--- src/rtl/divider_rr_stg_pkg.sv ---
// Shared definitions for the restoring divider: default widths and FSM state encoding.
package divider_rr_stg_pkg;

  localparam int L_DIVN_DEFAULT = 8;
  localparam int L_DIVR_DEFAULT = 4;

  typedef enum logic [1:0] {
    S_idle = 2'd0,
    S_div  = 2'd1,
    S_err  = 2'd2
  } state_t;

endpackage

--- src/rtl/divider_rr_stg_datapath.sv ---
// One restoring shift/subtract step per enabled clock. The dividend register
// fills with quotient bits from the LSB as the dividend bits shift out the top.
module divider_rr_stg_datapath
  import divider_rr_stg_pkg::*;
#(
  parameter int L_divn = L_DIVN_DEFAULT,
  parameter int L_divr = L_DIVR_DEFAULT
) (
  input  logic              clock,
  input  logic              reset,
  input  logic              i_load,
  input  logic              i_step,
  input  logic [L_divn-1:0] i_dividend,
  input  logic [L_divr-1:0] i_divisor,
  output logic [L_divn-1:0] o_quotient,
  output logic [L_divr-1:0] o_remainder
);

  logic [L_divn-1:0] r_div;
  logic [L_divr-1:0] r_rem;
  logic [L_divr-1:0] r_dvs;

  logic [L_divr:0]   w_shift_hi;
  logic [L_divr+1:0] w_diff;
  logic              w_fits;

  // Shifted partial remainder can reach 2*divisor-1, so it needs one extra bit;
  // the subtraction gets a further sign bit to tell fit from restore.
  assign w_shift_hi = {r_rem, r_div[L_divn-1]};
  assign w_diff     = {1'b0, w_shift_hi} - {2'b00, r_dvs};
  assign w_fits     = ~w_diff[L_divr+1];

  // NOTE: sequential state uses non-blocking assignments so every register
  // samples the pre-edge values, regardless of statement order.
  always_ff @(posedge clock) begin
    if (reset) begin
      r_div <= '0;
      r_rem <= '0;
      r_dvs <= '0;
    end else if (i_load) begin
      r_div <= i_dividend;
      r_rem <= '0;
      r_dvs <= i_divisor;
    end else if (i_step) begin
      r_rem <= w_fits ? w_diff[L_divr-1:0] : w_shift_hi[L_divr-1:0];
      r_div <= {r_div[L_divn-2:0], w_fits};
    end
  end

  assign o_quotient  = r_div;
  assign o_remainder = r_rem;

endmodule

--- src/rtl/divider_rr_stg.sv ---
// Sequential restoring divider: idle/divide/error FSM driving a one-step datapath.
// Divide-by-zero parks in a sticky error state until reset.
module divider_rr_stg
  import divider_rr_stg_pkg::*;
#(
  parameter int L_divn = L_DIVN_DEFAULT,
  parameter int L_divr = L_DIVR_DEFAULT
) (
  output logic [L_divn-1:0] quotient,
  output logic [L_divr-1:0] remainder,
  output logic              Ready,
  output logic              Error,
  input  logic [L_divn-1:0] word1,
  input  logic [L_divr-1:0] word2,
  input  logic              Start,
  input  logic              clock,
  input  logic              reset
);

  localparam int CNT_W = $clog2(L_divn + 1);
  localparam logic [CNT_W-1:0] LAST_ITER = CNT_W'(L_divn - 1);

  state_t           r_state;
  state_t           w_next;
  logic [CNT_W-1:0] r_cnt;
  logic             w_load;
  logic             w_step;
  logic             w_zero_div;

  assign w_zero_div = (word2 == '0);

  always_ff @(posedge clock) begin
    if (reset) r_state <= S_idle;
    else       r_state <= w_next;
  end

  always_ff @(posedge clock) begin
    if (reset)       r_cnt <= '0;
    else if (w_load) r_cnt <= '0;
    else if (w_step) r_cnt <= r_cnt + CNT_W'(1);
  end

  // NOTE: every combinational output gets a default first, so no path through
  // the case statement can leave a value unassigned and infer a latch.
  always_comb begin
    w_next = r_state;
    case (r_state)
      S_idle:  if (Start) w_next = w_zero_div ? S_err : S_div;
      S_div:   if (r_cnt == LAST_ITER) w_next = S_idle;
      S_err:   w_next = S_err;
      default: w_next = S_idle;
    endcase
  end

  always_comb begin
    Ready  = 1'b0;
    Error  = 1'b0;
    w_load = 1'b0;
    w_step = 1'b0;
    case (r_state)
      S_idle: begin
        Ready  = 1'b1;
        w_load = Start && !w_zero_div;
      end
      S_div:   w_step = 1'b1;
      S_err:   Error  = 1'b1;
      default: ;
    endcase
  end

  divider_rr_stg_datapath #(
    .L_divn(L_divn),
    .L_divr(L_divr)
  ) u_datapath (
    .clock      (clock),
    .reset      (reset),
    .i_load     (w_load),
    .i_step     (w_step),
    .i_dividend (word1),
    .i_divisor  (word2),
    .o_quotient (quotient),
    .o_remainder(remainder)
  );

endmodule

--- config.mk ---
export PLATFORM = sky130hd
export DESIGN_NAME = divider_rr_stg
export DESIGN_NICKNAME = d
export VERILOG_FILES = /design/src/rtl/divider_rr_stg_pkg.sv /design/src/rtl/divider_rr_stg_datapath.sv /design/src/rtl/divider_rr_stg.sv
export SDC_FILE = /design/constraint.sdc
export NUM_CORES = 1
export LEC_CHECK = 0
export CAP_MARGIN = 20
export CORE_UTILIZATION = 42
export CTS_CLUSTER_DIAMETER = 200
export CTS_CLUSTER_SIZE = 24
export DETAILED_ROUTE_END_ITERATION = 12
export PLACE_DENSITY = 0.72
export SYNTH_ARGS = -nofsm -noshare
export SYNTH_HDL_FRONTEND = slang
export SYNTH_HIERARCHICAL = 1
export SYNTH_SLANG_ARGS = --single-unit
--- constraint.sdc ---
create_clock -name clock -period 1.8 [get_ports clock]
set_clock_uncertainty 0.05 [all_clocks]
set_input_delay 0.18 -clock clock [delete_from_list [all_inputs] [get_ports clock]]
set_output_delay 0.18 -clock clock [all_outputs]
set_load 0.03 [all_outputs]
==> results of run 1 <==
## logic make-up (layout without fill, tap and decap cells)
logic type | Yosys count | count (layout) | share of synthesized area, %
flops | 22 | 22 | 36.7
buf+inv | 13 | 47 | 5.32
fa+ha+maj | 6 | 6 | 6.89
simple gates | 49 | 49 | 23.7
xor+xnor | 3 | 3 | 2.19
mux | 13 | 13 | 10.9
compound gates | 27 | 27 | 14.3
## flip-flops by register name, summed over array words and instances (netlist names)
name,cells
r_cnt,4
r_state,2
u_datapath/o_quotient,8
u_datapath/o_remainder,4
u_datapath/r_dvs,4
## layer usage
metal	vias to the layer above	track usage, %	wire length, um
met5	-	0	0
met4	0	8.57	46
met3	5	2.11	75
met2	23	34.1	1340
met1	495	22.2	1220
li1	525	-	-
## worst max path at each step
stage | endpoint | slack (ns) | cells past startpoint | startpoint
after floorplan | u_datapath/o_remainder[0]$_SDFFE_PP0P_ | 0.11 | 6 | r_state[0]$_SDFFE_PP0P_
after global placement | u_datapath/o_remainder[0]$_SDFFE_PP0P_ | -0.22 | 7 | Start
after detailed placement | u_datapath/o_remainder[0]$_SDFFE_PP0P_ | -0.27 | 7 | Start
after CTS | Ready | 0.02 | 3 | r_state[0]$_SDFFE_PP0P_
after global routing | u_datapath/o_remainder[0]$_SDFFE_PP0P_ | 0.02 | 6 | r_state[0]$_SDFFE_PP0P_
final | u_datapath/o_remainder[0]$_SDFFE_PP0P_ | 0.08 | 6 | r_state[0]$_SDFFE_PP0P_
## power by group
part / total, uW / leakage [uW] / switching [uW] / internal [uW]
Clock: 288 / 0.0000210 / 164 / 124
Combinational: 353 / 0.000435 / 184 / 169
Sequential: 541 / 0.000180 / 24.2 / 516
## cells in the final DEF (no fill, tap or decap), drive strengths merged, types with 4 or more instances in the layout
cell           instances
nor2                  28
o21ai                  5
clkdlybuf4s50         26
dfxtp                 22
a21oi                 12
inv                    7
ha                     5
mux2i                 13
buf                    8
clkbuf                 4
## metrics by stage
stage	instances	area, um2
2_1_floorplan	133	1200
3_3_place_gp	194	1540
3_5_place_dp	194	1540
4_1_cts	198	1580
5_1_grt	198	1580
6_report	198	1580
## repair_timing
item	CTS	global route
endpoints found under the setup margin	1	6
resized for setup	1	2
gates cloned	0	0
## worst max-delay path, cell delays in order, from the launching register on
cell	delay, ns
dfxtp_1	0.34
or3b_1	0.39
or2_1	0.24
inv_2	0.09
nor3b_2	0.07
nor2b_1	0.15
a221o_1	0.29
## area by class of cell
| class | instances | area, um2 | share of cell area [%] |
|---|---|---|---|
| clock buffer | 4 | 36.3 | 2.30 |
| inverter | 7 | 26.3 | 1.67 |
| multi-input combinational | 98 | 694 | 44.0 |
| sequential | 22 | 440 | 27.9 |
| tap | 31 | 38.8 | 2.46 |
| timing repair buffer | 36 | 342 | 21.6 |
==> results.toml, run 1 <==
[outcome]
status = "completed"

[synth]
async_flop_share_pct = 0
synth_area_um2 = 1200
ys_ff_latch = 22
synthCells = 133
synth-edff-count = 0
yosysSeqAreaShare_pct = 36.7
synth_area_leaders = "dfxtp_1, mux2i_1, nor2_1"
synth_nets = 154
synthTopCellsByCount = "nor2_1, dfxtp_1, mux2i_1, a21oi_1, inv_1"
synth.distinct_cells = 41
synth.most_common_cell = "nor2_1"
synth_flop_cell = "dfxtp_1"
synth_top_area_share_pct = 36.7
yosysWarnings = 6
yosysTopAreaCell = "dfxtp_1"
syn_avg_cell_area_um2 = 9.01

[timing]
setup_violations = 0
layout_setup_ws_ns = 0.0817
setup_tns_ns = 0
rsz0062_at_grt = "false"
finalCritPeriodShare_pct = 95.5
finalCriticalPeriod_ns = 1.72
slew_violations = 0
fin_hold_ws_ns = 0.398
maxSlewHeadroom_pct = 76.4
fmax_mhz = 582
hold_violations = 0
worstMarginPinSlew_ns = 0.354

[min_path]
whs_path_depth = 3
worstHoldStart = "word1[0]"
hold_path_class = "in2reg"
hold_end = "u_datapath/o_quotient[0]$_SDFFE_PP0P_"

[cells_and_area]
antenna_cells = 0
final_nets = 189
layout-drive-gt1-share_pct = 15.0
areaGrowthSynthToFinish_pct = 31.6
fin_util_pct = 57.7
fillCellCount = 248

[floorplan]
core_um2 = 2730
io_pins = 29
die_area_um2 = 3070
die_y_um = 55.4
dieWidth_um = 55.4
initial_core_util_pct = 43.8
num_rows = 19

[grt]
groute.usage.overall_pct = 18.9
grt_max_degree = 17
gr-total-overflow = 0
grt_pass1_wl_um = 4570
grt_antenna_before_repair = 0
grt_pass1_vias = 1065

[route]
vias = 1048
drtIter0Drc = 15
firstDrtPassIters = 2
drc = 0
routed_wl_um = 2690
viasPerCell = 5.29
antenna_left = 0
wl_per_cell_um = 13.6

[pwr]
ir_drop_uv = 543
p_per_area_nw_per_um2 = 749
total_power_uw = 1180
power.leakage_uw = 0.000636

[critical_path]
worst-r2r-setup-slack_ns = 0.08
required_ns = 1.96
endpoint_kind = "register"
worstPathArrival_ns = 1.88
critPathLaunchType = "register"
worstPathMaxFanout = 4
r2r-end = "u_datapath/o_remainder[0]$_SDFFE_PP0P_"
critPathKind = "reg2reg"
reg2reg_from = "r_state[0]$_SDFFE_PP0P_"
reg2reg_depth = 6

[clock_network]
clockRootBuffer = "clkbuf_4"
cts_buffers = 3
cts_hold_buf = 0
post_cts_buffers = 0
clk_latency_ns = 0.32
cts_tree = "done"
cts-htree-levels = 1
cts.sinks = 22
clockBufferDepth = 2
cts.clk_slew.worst_paths_ns = 0.14

[place]
post-place-ws_ns = -0.271
gp_congestion = 0.760
dp_hpwl_um = 2040
numPortBuffers = 28

[job]
maxCapViolations = 0
Note: power is estimated with default switching activity, not from simulation.
==> run 2: changes to the inputs <==
- SKIP_LAST_GASP: unset -> 1
==> results of run 2 <==
No change in the layout: final DEF, timing and power equal those of run 1.
==> run 3: changes to the inputs <==
- CAP_MARGIN: 20 -> 25
- PLACE_DENSITY: 0.72 -> 0.69
- clock period: 1.8 -> 2.14 ns (I/O delays scaled with it)
==> run 3 against run 2 <==
Net effect: global-route usage shrank 1.2 points; worst hold slack gained 0.039 ns; first-iteration DRC count grew 47%; clock power shrank 33%; flip-flop and latch count is the same; count of clock-buffer cells in the layout shrank 1; critical path depth is the same; utilization shrank 1.6 points; register-to-register slack gained 0.21 ns; critical path type unchanged; critical endpoint is now u_datapath/o_remainder[2]$_SDFFE_PP0P_.
==> results.toml, run 3 (synthesis results as in run 1) <==
[timing]
fmax_mhz = 540
finalCritPeriodShare_pct = 86.6
setup_tns_ns = 0
rsz0062_at_grt = "false"
finalCriticalPeriod_ns = 1.85
setup_violations = 0
hold_violations = 0
maxSlewHeadroom_pct = 75.0
slew_violations = 0
worstMarginPinSlew_ns = 0.374
layout_setup_ws_ns = 0.287

[grt]
gr-total-overflow = 0
groute.usage.overall_pct = 17.6
grt_pass1_wl_um = 4260
grt_max_degree = 18
grt_antenna_before_repair = 0
grt_pass1_vias = 943

[critical_path]
endpoint_kind = "register"
required_ns = 2.35
reg2reg_depth = 6
crit_start = "r_state[0]$_SDFFE_PP0P_"
worstPathArrival_ns = 2.07
critPathKind = "reg2reg"
reg2reg_from = "r_state[0]$_SDFFE_PP0P_"
critPathLaunchType = "register"
worstPathMaxFanout = 17

[outcome]
status = "completed"

[place]
placed_cell_area_um2 = 1510
gp_congestion = 0.758
post-place-ws_ns = 0.0576
numPortBuffers = 28
dp_hpwl_um = 1940

[cells_and_area]
antenna_cells = 0
final_nets = 185
largest_register_ffs = 8
final_common_cell = "clkdlybuf4s50_1"
layout_common_cells = "clkdlybuf4s50_1, nor2_1, dfxtp_1"
layout-drive-gt1-share_pct = 11.7
finish.instance_area_um2 = 1530
fillCellCount = 261
areaGrowthSynthToFinish_pct = 27.9

[clock_network]
clk_latency_ns = 0.30
post_cts_buffers = 0
clockRootBuffer = "clkbuf_4"
cts-htree-levels = 1
cts_hold_buf = 0
cts.sinks = 22
cts_resized = 0
cts_buffers = 3
cts_tree = "done"
clockBufferDepth = 2
cts.clk_slew.worst_paths_ns = 0.12

[pwr]
p_per_area_nw_per_um2 = 610
ir_drop_uv = 392
power.leakage_uw = 0.000600

[route]
routed_wl_um = 2530
wl_per_cell_um = 13.1
antenna_left = 0
viasPerCell = 5.23
vias = 1009
drc = 0
drtIter0Drc = 22
firstDrtPassIters = 3

[floorplan]
die_y_um = 55.4
core_um2 = 2730
die_area_um2 = 3070
num_rows = 19
dieWidth_um = 55.4
io_pins = 29
initial_core_util_pct = 43.8

[min_path]
hold_path_class = "in2reg"
whs_path_depth = 3
worstHoldStart = "word1[0]"

[job]
maxCapViolations = 0
[run 3: layout make-up]
cell class                 count  area, um2  share of cell area, %
multi-input combinational     98        694                   45.3
sequential                    22        440                   28.7
timing repair buffer          32        310                   20.2
tap                           31       38.8                   2.53
inverter                       7       26.3                   1.71
clock buffer                   3       22.5                   1.47
[run 3: layer usage]
metal | GRT usage, % | vias to the layer above | routed length, um
met3 | 3.28 | 2 | 91
li1 | - | 516 | -
met5 | 0 | - | 0
met2 | 31.7 | 20 | 1270
met4 | 6.43 | 0 | 12
met1 | 20.7 | 471 | 1160
[run 3: critical path, cell delays in order, from the launching register on]
cell	delay, ns
dfxtp_1	0.44
nor2b_1	0.32
buf_4	0.30
nor3b_2	0.29
nand3_1	0.12
o21ai_1	0.16
a31o_2	0.12
[run 3: path summary, 6_finish.rpt]
check | to | slack, ns
min | u_datapath/o_quotient[0]$_SDFFE_PP0P_ | 0.44
max | u_datapath/o_remainder[2]$_SDFFE_PP0P_ | 0.29
max reg2reg | u_datapath/o_remainder[2]$_SDFFE_PP0P_ | 0.29
min reg2reg | u_datapath/r_dvs[3]$_SDFFE_PP0P_ | 0.46
[run 3: report_power, final]
part / internal (uW) / leakage, uW / total, uW / switching (uW)
sequential: 434 / 0.000180 / 456 / 22.1
clock: 65.7 / 0.0000138 / 192 / 126
combinational: 137 / 0.000406 / 286 / 149
total: 637 / 0.000600 / 935 / 298
[run 3: through the flow]
stage / utilization [%] / total power [uW] / hold WS, ns / std cells
6_report: 56.1 / 935 / 0.438 / 193
3_5_place_dp: 55.2 / 751 / 0.440 / 190
3_3_place_gp: 55.2 / 745 / 0.427 / 190
5_1_grt: 56.1 / 992 / 0.439 / 193
4_1_cts: 56.1 / 949 / 0.428 / 193
2_1_floorplan: - / 656 / 0.233 / 133
